## config.mk

```make
export PLATFORM = sky130hd
export DESIGN_NAME = lcd_cmd_driver_flat
export DESIGN_NICKNAME = d
export VERILOG_FILES = /design/src/rtl/lcd_cmd_driver_pkg.sv /design/src/rtl/lcd_cmd_driver_if.sv /design/src/rtl/lcd_delay_counter.sv /design/src/rtl/lcd_cmd_driver.sv /design/src/flat_wrapper.sv
export SDC_FILE = /design/constraint.sdc
export NUM_CORES = 1
export LEC_CHECK = 0
export BUFFER_PORTS_ARGS = -buffer_cell sky130_fd_sc_hd__buf_4
export CAP_MARGIN = 5
export CORE_UTILIZATION = 50
export DETAILED_ROUTE_END_ITERATION = 16
export GPL_TIMING_DRIVEN = 0
export PLACE_DENSITY = 0.74
export SYNTH_ARGS = -nofsm -noshare
export SYNTH_HDL_FRONTEND = slang
export SYNTH_SLANG_ARGS = --single-unit
```

## constraint.sdc

```tcl
create_clock -name clk -period 3.6 [get_ports clk]
set_input_delay 0.18 -clock clk [delete_from_list [all_inputs] [get_ports clk]]
set_output_delay 0.18 -clock clk [all_outputs]
set_load 0.05 [all_outputs]
```

## src/rtl/lcd_cmd_driver_pkg.sv

```systemverilog
// Shared types and constants for the HD44780 command driver.
// Holds the LCD command codes, the FSM state enum and the power-up init ROM.
package lcd_pkg;

  localparam logic [7:0] LCD_FUNC_8B_2L = 8'h38;
  localparam logic [7:0] LCD_DISP_ON    = 8'h0C;
  localparam logic [7:0] LCD_CLEAR      = 8'h01;
  localparam logic [7:0] LCD_ENTRY_INC  = 8'h06;

  localparam int unsigned INIT_DEPTH = 5;
  localparam int unsigned INIT_IDX_W = 3;

  typedef enum logic [2:0] {
    ST_POWERUP,
    ST_INIT_LOAD,
    ST_IDLE,
    ST_SETUP,
    ST_PULSE,
    ST_HOLD,
    ST_WAIT
  } lcd_state_e;

  function automatic int unsigned max_u(input int unsigned a, input int unsigned b);
    return (a > b) ? a : b;
  endfunction

  // Function set is sent twice; the clear sits fourth so it gets the long wait
  function automatic logic [7:0] init_rom(input logic [INIT_IDX_W-1:0] idx);
    case (idx)
      3'd0:    return LCD_FUNC_8B_2L;
      3'd1:    return LCD_FUNC_8B_2L;
      3'd2:    return LCD_DISP_ON;
      3'd3:    return LCD_CLEAR;
      3'd4:    return LCD_ENTRY_INC;
      default: return LCD_FUNC_8B_2L;
    endcase
  endfunction

endpackage

```

## src/rtl/lcd_cmd_driver_if.sv

```systemverilog
// Upstream byte handshake between the text logic and the LCD driver.
interface lcd_cmd_driver_if;
  logic       in_valid;
  logic       in_ready;
  logic       in_rs;
  logic [7:0] in_data;

  modport master (output in_valid, output in_rs, output in_data, input in_ready);
  modport slave  (input in_valid, input in_rs, input in_data, output in_ready);
endinterface

```

## src/rtl/lcd_delay_counter.sv

```systemverilog
// Shared down-counter: load N-1 on state entry, done flags a count of zero.
module lcd_delay_counter #(
  parameter int unsigned W = 8
) (
  input  logic         clk,
  input  logic         load,
  input  logic [W-1:0] load_val,
  output logic         done
);

  logic [W-1:0] cnt_q;

  // done is kept as a register mirroring (cnt_q == 0)
  always_ff @(posedge clk) begin
    if (load) begin
      cnt_q <= load_val;
      done  <= (load_val == '0);
    end else if (cnt_q != '0) begin
      cnt_q <= cnt_q - W'(1);
      done  <= (cnt_q == W'(1));
    end
  end

endmodule

```

## src/rtl/lcd_cmd_driver.sv

```systemverilog
// HD44780 write-only bus driver: runs the power-up init sequence, then
// writes one upstream byte at a time with setup / enable / hold / wait timing.
module lcd_cmd_driver
  import lcd_pkg::*;
#(
  parameter int unsigned POWERUP_CYC    = 75000,
  parameter int unsigned SETUP_CYC      = 2,
  parameter int unsigned EN_HIGH_CYC    = 3,
  parameter int unsigned HOLD_CYC       = 1,
  parameter int unsigned CMD_WAIT_CYC   = 200,
  parameter int unsigned CLEAR_WAIT_CYC = 7600
) (
  input  logic              clk,
  input  logic              reset,
  lcd_cmd_driver_if.slave   bus,
  output logic              init_done,
  output logic              en,
  output logic [7:0]        lcd_data,
  output logic              rs,
  output logic              rw,
  output logic              on
);

  localparam int unsigned MAX_CYC = max_u(max_u(max_u(POWERUP_CYC, SETUP_CYC),
                                                max_u(EN_HIGH_CYC, HOLD_CYC)),
                                          max_u(CMD_WAIT_CYC, CLEAR_WAIT_CYC));
  localparam int unsigned CNT_W = $clog2(MAX_CYC) + 1;

  lcd_state_e            state_q, state_d;
  logic [INIT_IDX_W-1:0] idx_q, idx_d;
  logic                  init_done_d;
  logic [7:0]            data_d;
  logic                  rs_d;
  logic                  in_ready_q;
  logic                  cnt_load_c;
  logic [CNT_W-1:0]      cnt_val_c;
  logic                  cnt_load;
  logic [CNT_W-1:0]      cnt_load_val;
  logic                  cnt_done;
  logic                  long_wait_c;

  assign rw           = 1'b0;
  assign bus.in_ready = in_ready_q;

  // Reset reloads the counter with the power-up delay
  assign cnt_load     = reset | cnt_load_c;
  assign cnt_load_val = reset ? CNT_W'(POWERUP_CYC - 1) : cnt_val_c;

  assign long_wait_c = !rs && (lcd_data inside {8'h01, 8'h02, 8'h03});

  lcd_delay_counter #(.W(CNT_W)) u_delay (
    .clk      (clk),
    .load     (cnt_load),
    .load_val (cnt_load_val),
    .done     (cnt_done)
  );

  always_ff @(posedge clk) begin
    if (reset) begin
      state_q    <= ST_POWERUP;
      idx_q      <= '0;
      init_done  <= 1'b0;
      en         <= 1'b0;
      lcd_data   <= 8'h00;
      rs         <= 1'b0;
      on         <= 1'b0;
      in_ready_q <= 1'b0;
    end else begin
      state_q    <= state_d;
      idx_q      <= idx_d;
      init_done  <= init_done_d;
      en         <= (state_d == ST_PULSE);
      lcd_data   <= data_d;
      rs         <= rs_d;
      on         <= 1'b1;
      in_ready_q <= (state_d == ST_IDLE);
    end
  end

  always_comb begin
    state_d     = state_q;
    idx_d       = idx_q;
    init_done_d = init_done;
    data_d      = lcd_data;
    rs_d        = rs;
    cnt_load_c  = 1'b0;
    cnt_val_c   = '0;

    case (state_q)
      ST_POWERUP: begin
        if (cnt_done) state_d = ST_INIT_LOAD;
      end
      ST_INIT_LOAD: begin
        data_d     = init_rom(idx_q);
        rs_d       = 1'b0;
        idx_d      = idx_q + INIT_IDX_W'(1);
        state_d    = ST_SETUP;
        cnt_load_c = 1'b1;
        cnt_val_c  = CNT_W'(SETUP_CYC - 1);
      end
      ST_IDLE: begin
        if (bus.in_valid && in_ready_q) begin
          data_d     = bus.in_data;
          rs_d       = bus.in_rs;
          state_d    = ST_SETUP;
          cnt_load_c = 1'b1;
          cnt_val_c  = CNT_W'(SETUP_CYC - 1);
        end
      end
      ST_SETUP: begin
        if (cnt_done) begin
          state_d    = ST_PULSE;
          cnt_load_c = 1'b1;
          cnt_val_c  = CNT_W'(EN_HIGH_CYC - 1);
        end
      end
      ST_PULSE: begin
        if (cnt_done) begin
          state_d    = ST_HOLD;
          cnt_load_c = 1'b1;
          cnt_val_c  = CNT_W'(HOLD_CYC - 1);
        end
      end
      ST_HOLD: begin
        if (cnt_done) begin
          state_d    = ST_WAIT;
          cnt_load_c = 1'b1;
          cnt_val_c  = long_wait_c ? CNT_W'(CLEAR_WAIT_CYC - 1) : CNT_W'(CMD_WAIT_CYC - 1);
        end
      end
      ST_WAIT: begin
        if (cnt_done) begin
          if (init_done) begin
            state_d = ST_IDLE;
          end else if (idx_q == INIT_IDX_W'(INIT_DEPTH)) begin
            state_d     = ST_IDLE;
            init_done_d = 1'b1;
          end else begin
            state_d = ST_INIT_LOAD;
          end
        end
      end
      default: state_d = ST_POWERUP;
    endcase
  end

endmodule
```

## src/flat_wrapper.sv

```systemverilog
// flat-port wrapper written by rule: the top's interface ports become plain ports
module lcd_cmd_driver_flat import lcd_pkg::*;
#(
  parameter int unsigned POWERUP_CYC    = 75000,
  parameter int unsigned SETUP_CYC      = 2,
  parameter int unsigned EN_HIGH_CYC    = 3,
  parameter int unsigned HOLD_CYC       = 1,
  parameter int unsigned CMD_WAIT_CYC   = 200,
  parameter int unsigned CLEAR_WAIT_CYC = 7600
)
  (clk, reset, init_done, en, lcd_data, rs, rw, on, bus_in_valid, bus_in_rs, bus_in_data, bus_in_ready);
  lcd_cmd_driver_if bus_i ();
  input  logic clk;
  input  logic reset;
  output logic init_done;
  output logic en;
  output logic [7:0] lcd_data;
  output logic rs;
  output logic rw;
  output logic on;
  input wire logic [$bits(bus_i.in_valid)-1:0] bus_in_valid;
  input wire logic [$bits(bus_i.in_rs)-1:0] bus_in_rs;
  input wire logic [$bits(bus_i.in_data)-1:0] bus_in_data;
  output wire logic [$bits(bus_i.in_ready)-1:0] bus_in_ready;
  assign bus_i.in_valid = bus_in_valid;
  assign bus_i.in_rs = bus_in_rs;
  assign bus_i.in_data = bus_in_data;
  assign bus_in_ready = bus_i.in_ready;
  lcd_cmd_driver #(.POWERUP_CYC(POWERUP_CYC), .SETUP_CYC(SETUP_CYC), .EN_HIGH_CYC(EN_HIGH_CYC), .HOLD_CYC(HOLD_CYC), .CMD_WAIT_CYC(CMD_WAIT_CYC), .CLEAR_WAIT_CYC(CLEAR_WAIT_CYC)) u_core (.clk(clk), .reset(reset), .bus(bus_i), .init_done(init_done), .en(en), .lcd_data(lcd_data), .rs(rs), .rw(rw), .on(on));
endmodule
```

==> results.yml <==
status:
  result_of_the_run: "finished clean"
synthesis:
  synth-main-ff-cell: "sky130_fd_sc_hd__edfxtp_1"
  synth_area_um2: 2060
  largest_cells_by_area_after_synthesis: "sky130_fd_sc_hd__edfxtp_1 (28%), sky130_fd_sc_hd__dfxtp_1 (18%), sky130_fd_sc_hd__o21ai_0 (5.1%), sky130_fd_sc_hd__nand2_1 (4.7%), sky130_fd_sc_hd__ha_1 (4.2%)"
  synthDominantCellAreaShare_pct: 27.7
  sequential_to_total_area_share_from_yosys_stat_pct: 46.1
  netlist-cell-type-count: 44
  postSynthAreaPerCell_um2: 9.25
  synth_enable_flop_cells: 19
  synthesis.instances: 223
  ys_seq_elements: 38
  syn_nets: 242
  synth-async-reset-ratio_pct: 0
  synth.yosys.warnings: 0
  synth_largest_area_cell: "sky130_fd_sc_hd__edfxtp_1"
final_layout:
  layout.nets: 272
  fraction_of_final_layout_cells_with_drive_strength_greater_than_1_pct: 15.0
  areaGrowthSynthToFinish_pct: 16.4
  post_layout_nonfiller_instances: 302
  antennaDiodeCount: 0
  final_core_util_pct: 63.2
  final.fill_count: 330
power:
  relative_contribution_of_sequential_cells_to_total_power_pct: 54.2
  comb_power_share_pct: 3.9
  pwr_density_cell_nw_per_um2: 351
  max_ir_drop_vdd_mv: 0.211
  cell_internal_pwr_w: 0.000676
  total_switching_power_w: 0.000168
  clock_power_share_pct: 41.9
  swShare_pct: 20.0
  design_power_total_w: 0.000844
  static-leakage-power_nw: 0.855
clock_network:
  root_buffer: "sky130_fd_sc_hd__clkbuf_8"
  clk-insertion-delay-late_ns: 0.29
  cts_tree: "yes"
  number_of_post_cts_setup_repair_buffers: 0
  path_clk_slew_ns: 0.07
  cts.htree.levels: 2
  cts_resized: 0
  clock_tree.buffer_depth: 2
  cts.hold.buffers_added: 0
  cts_sinks: 38
  numCtsBuffers: 5
die:
  die_w_um: 66.2
  starting_density_of_the_core_pct: 54.3
  coreArea_um2: 3800
  placementRows: 22
  floorplan.die_area_um2: 4390
  die_height_um: 66.2
  i_o_pins: 26
worst_setup_path:
  type_of_destination_of_the_critical_path: "register"
  cp_top_family: "simple AND/OR/NAND/NOR gates"
  cp_data_arrival_time_ns: 2.69
  critical_path.slowest_cell: "sky130_fd_sc_hd__or4_1"
  crit_path_start_kind: "register"
  type_of_the_setup_path_with_the_least_slack: "register to register"
  crit_path_max_incr_delay_ns: 0.95
  critical_path_peak_fanout: 19
  cp_num_buf_inv: 1
  path_cells: "inv_1 -> ha_1 -> nor3b_1 -> nand2_1 -> or4_1"
  crit_required_ns: 3.51
global_route:
  grt_pass1_wl_mm: 7.25
  antenna_found_initial: 0
  global_routing_usage_summed_across_all_routing_layers_pct: 22.3
  vias_in_the_first_global_route: 1581
  grt_overflow: 0
  grt_max_degree: 20
sta:
  finalClockSkew_ns: 0.00637
  timing.final.crit_share_pct: 77.1
  finalCriticalPeriod_ns: 2.78
  grt_setup_unrepaired: "no"
  drv_slew: 0
  max-slew-margin-rel_pct: 44.2
  max_freq_ghz: 0.360
  worstMarginPinSlew_ns: 0.830
  timing.final.setup_violations: 0
  totalNegativeSetupSlack_ns: 0
  final_hold_viols: 0
routing:
  detail_route.first_pass.iterations: 5
  drc: 0
  drt_iter0_markers: 111
  wl_per_cell_um: 14.4
  route.vias.total: 1734
  viasPerCell: 5.74
  final_antenna_net_count: 0
  drt_wl_total_mm: 4.36
run:
  drv.max_cap_violation_count: 0
placement:
  place.port_buffers: 23
  dp_hpwl_mm: 3.08
  place.detailed.instances: 294
  routabilityCongestion: 0.848
worst_hold_path:
  holdCritPathClass: "input pin to register"
-- area by class of cell --
class	count	area, um2	area share, %
buffer	11	47.5	1.98
clock buffer	7	76.3	3.18
clock inverter	1	30.0	1.25
inverter	7	26.3	1.09
multi-input combinational	167	1040	43.2
sequential	38	951	39.6
tap	48	60.1	2.50
timing repair buffer	23	173	7.19
-- worst register-to-register path, cell delays in order (launching register included) --
cell                       delay [ns]
sky130_fd_sc_hd__edfxtp_1        0.46
sky130_fd_sc_hd__inv_1           0.12
sky130_fd_sc_hd__ha_1            0.22
sky130_fd_sc_hd__nor3b_1         0.42
sky130_fd_sc_hd__nand2_1         0.21
sky130_fd_sc_hd__or4_1           0.95
-- power groups by stage --
stage                     Combinational, W  Clock (W)  Sequential [W]
after detailed placement         0.0000327          0        0.000467
final                            0.0000329   0.000353        0.000458
after global placement           0.0000323          0        0.000467
after floorplan                  0.0000165          0        0.000469
after global routing             0.0000358   0.000375        0.000458
after CTS                        0.0000329   0.000363        0.000458
-- placed cells by master (no fill, tap or decap), types with 2 or more instances in the layout --
master and count:
sky130_fd_sc_hd__nor3b_1 2, sky130_fd_sc_hd__a311oi_1 2, sky130_fd_sc_hd__buf_2 2, sky130_fd_sc_hd__o21a_1 2, sky130_fd_sc_hd__a21oi_1 16, sky130_fd_sc_hd__or3_1 7
sky130_fd_sc_hd__nor2b_1 4, sky130_fd_sc_hd__o221ai_1 3, sky130_fd_sc_hd__ha_1 7, sky130_fd_sc_hd__buf_4 24, sky130_fd_sc_hd__o21ai_0 21, sky130_fd_sc_hd__nor4_1 4
sky130_fd_sc_hd__clkbuf_1 10, sky130_fd_sc_hd__nand2b_1 2, sky130_fd_sc_hd__and4b_1 2, sky130_fd_sc_hd__or4_1 3, sky130_fd_sc_hd__nand3_1 11, sky130_fd_sc_hd__clkbuf_8 5
sky130_fd_sc_hd__a31oi_1 4, sky130_fd_sc_hd__nor3_1 2, sky130_fd_sc_hd__xor2_1 9, sky130_fd_sc_hd__nand4b_1 2, sky130_fd_sc_hd__nor2_1 13, sky130_fd_sc_hd__mux2i_1 2
sky130_fd_sc_hd__nand2_1 26, sky130_fd_sc_hd__a21o_1 2, sky130_fd_sc_hd__a211oi_1 2, sky130_fd_sc_hd__edfxtp_1 19, sky130_fd_sc_hd__dfxtp_1 19, sky130_fd_sc_hd__inv_1 7
sky130_fd_sc_hd__xnor2_1 4, sky130_fd_sc_hd__nand3b_1 2
-- sequential cells by signal, indices dropped and copies added, names as in the netlist --
register              cells
u_core.u_delay.cnt_q     18
u_core.lcd_data           8
u_core.idx_q              3
u_core.state_q            3
u_core.bus.in_ready       1
u_core.en                 1
u_core.init_done          1
u_core.on                 1
u_core.rs                 1
u_core.u_delay.done       1
-- routing by layer --
| metal | global-route usage [%] | up-vias | routed length (um) |
|---|---|---|---|
| met1 | 32.0 | 818 | 2200 |
| met3 | 5.17 | 7 | 150 |
| met5 | 0 | - | 0 |
| met4 | 7.98 | 0 | 75 |
| li1 | - | 877 | - |
| met2 | 32.3 | 32 | 1930 |
-- final timing paths --
| path | startpoint | endpoint | slack [ns] | cells past startpoint |
|---|---|---|---|---|
| hold reg to reg | u_core.rs | u_core.rs | 0.48 | 2 |
| hold / removal | bus_in_data[4] | u_core.lcd_data[4] | 0.13 | 3 |
| setup / recovery | u_core.u_delay.cnt_q[0] | u_core.u_delay.cnt_q[7] | 0.82 | 5 |
| setup reg to reg | u_core.u_delay.cnt_q[0] | u_core.u_delay.cnt_q[7] | 0.82 | 5 |
-- cells in the mapped netlist (2+ instances only) --
library cell / n
sky130_fd_sc_hd__a211oi_1: 2
sky130_fd_sc_hd__a21o_1: 2
sky130_fd_sc_hd__a21oi_1: 16
sky130_fd_sc_hd__a311oi_1: 2
sky130_fd_sc_hd__a31oi_1: 4
sky130_fd_sc_hd__and4b_1: 2
sky130_fd_sc_hd__buf_2: 2
sky130_fd_sc_hd__clkbuf_1: 8
sky130_fd_sc_hd__dfxtp_1: 19
sky130_fd_sc_hd__edfxtp_1: 19
sky130_fd_sc_hd__ha_1: 7
sky130_fd_sc_hd__inv_1: 7
sky130_fd_sc_hd__mux2i_1: 2
sky130_fd_sc_hd__nand2_1: 26
sky130_fd_sc_hd__nand2b_1: 2
sky130_fd_sc_hd__nand3_1: 11
sky130_fd_sc_hd__nand3b_1: 2
sky130_fd_sc_hd__nand4b_1: 2
sky130_fd_sc_hd__nor2_1: 13
sky130_fd_sc_hd__nor2b_1: 4
sky130_fd_sc_hd__nor3_1: 2
sky130_fd_sc_hd__nor3b_1: 2
sky130_fd_sc_hd__nor4_1: 4
sky130_fd_sc_hd__o21a_1: 2
sky130_fd_sc_hd__o21ai_0: 21
sky130_fd_sc_hd__o221ai_1: 3
sky130_fd_sc_hd__or3_1: 7
sky130_fd_sc_hd__or4_1: 3
sky130_fd_sc_hd__xnor2_1: 4
sky130_fd_sc_hd__xor2_1: 9
-- metrics by stage --
| step | setup WS (ns) | area, um2 | hold WS [ns] |
|---|---|---|---|
| after global routing | 0.646 | 2400 | 0.135 |
| after detailed placement | 0.836 | 2300 | 0.440 |
| after floorplan | 1.08 | 2060 | 0.319 |
| after global placement | 0.860 | 2300 | 0.439 |
| final | 0.823 | 2400 | 0.134 |
| after CTS | 0.820 | 2400 | 0.128 |
-- cells by family after synthesis --
logic type,share of synthesized area [%]
muxes,0.970
and+or+nand+nor,22.4
adders and majority gates,4.24
other,0.182
DFF,46.1
AOI/OAI and AO/OA,17.0
xor gates and xnor gates,5.52
buffers and inverters,3.58
Note: power is estimated with default switching activity, not from simulation.
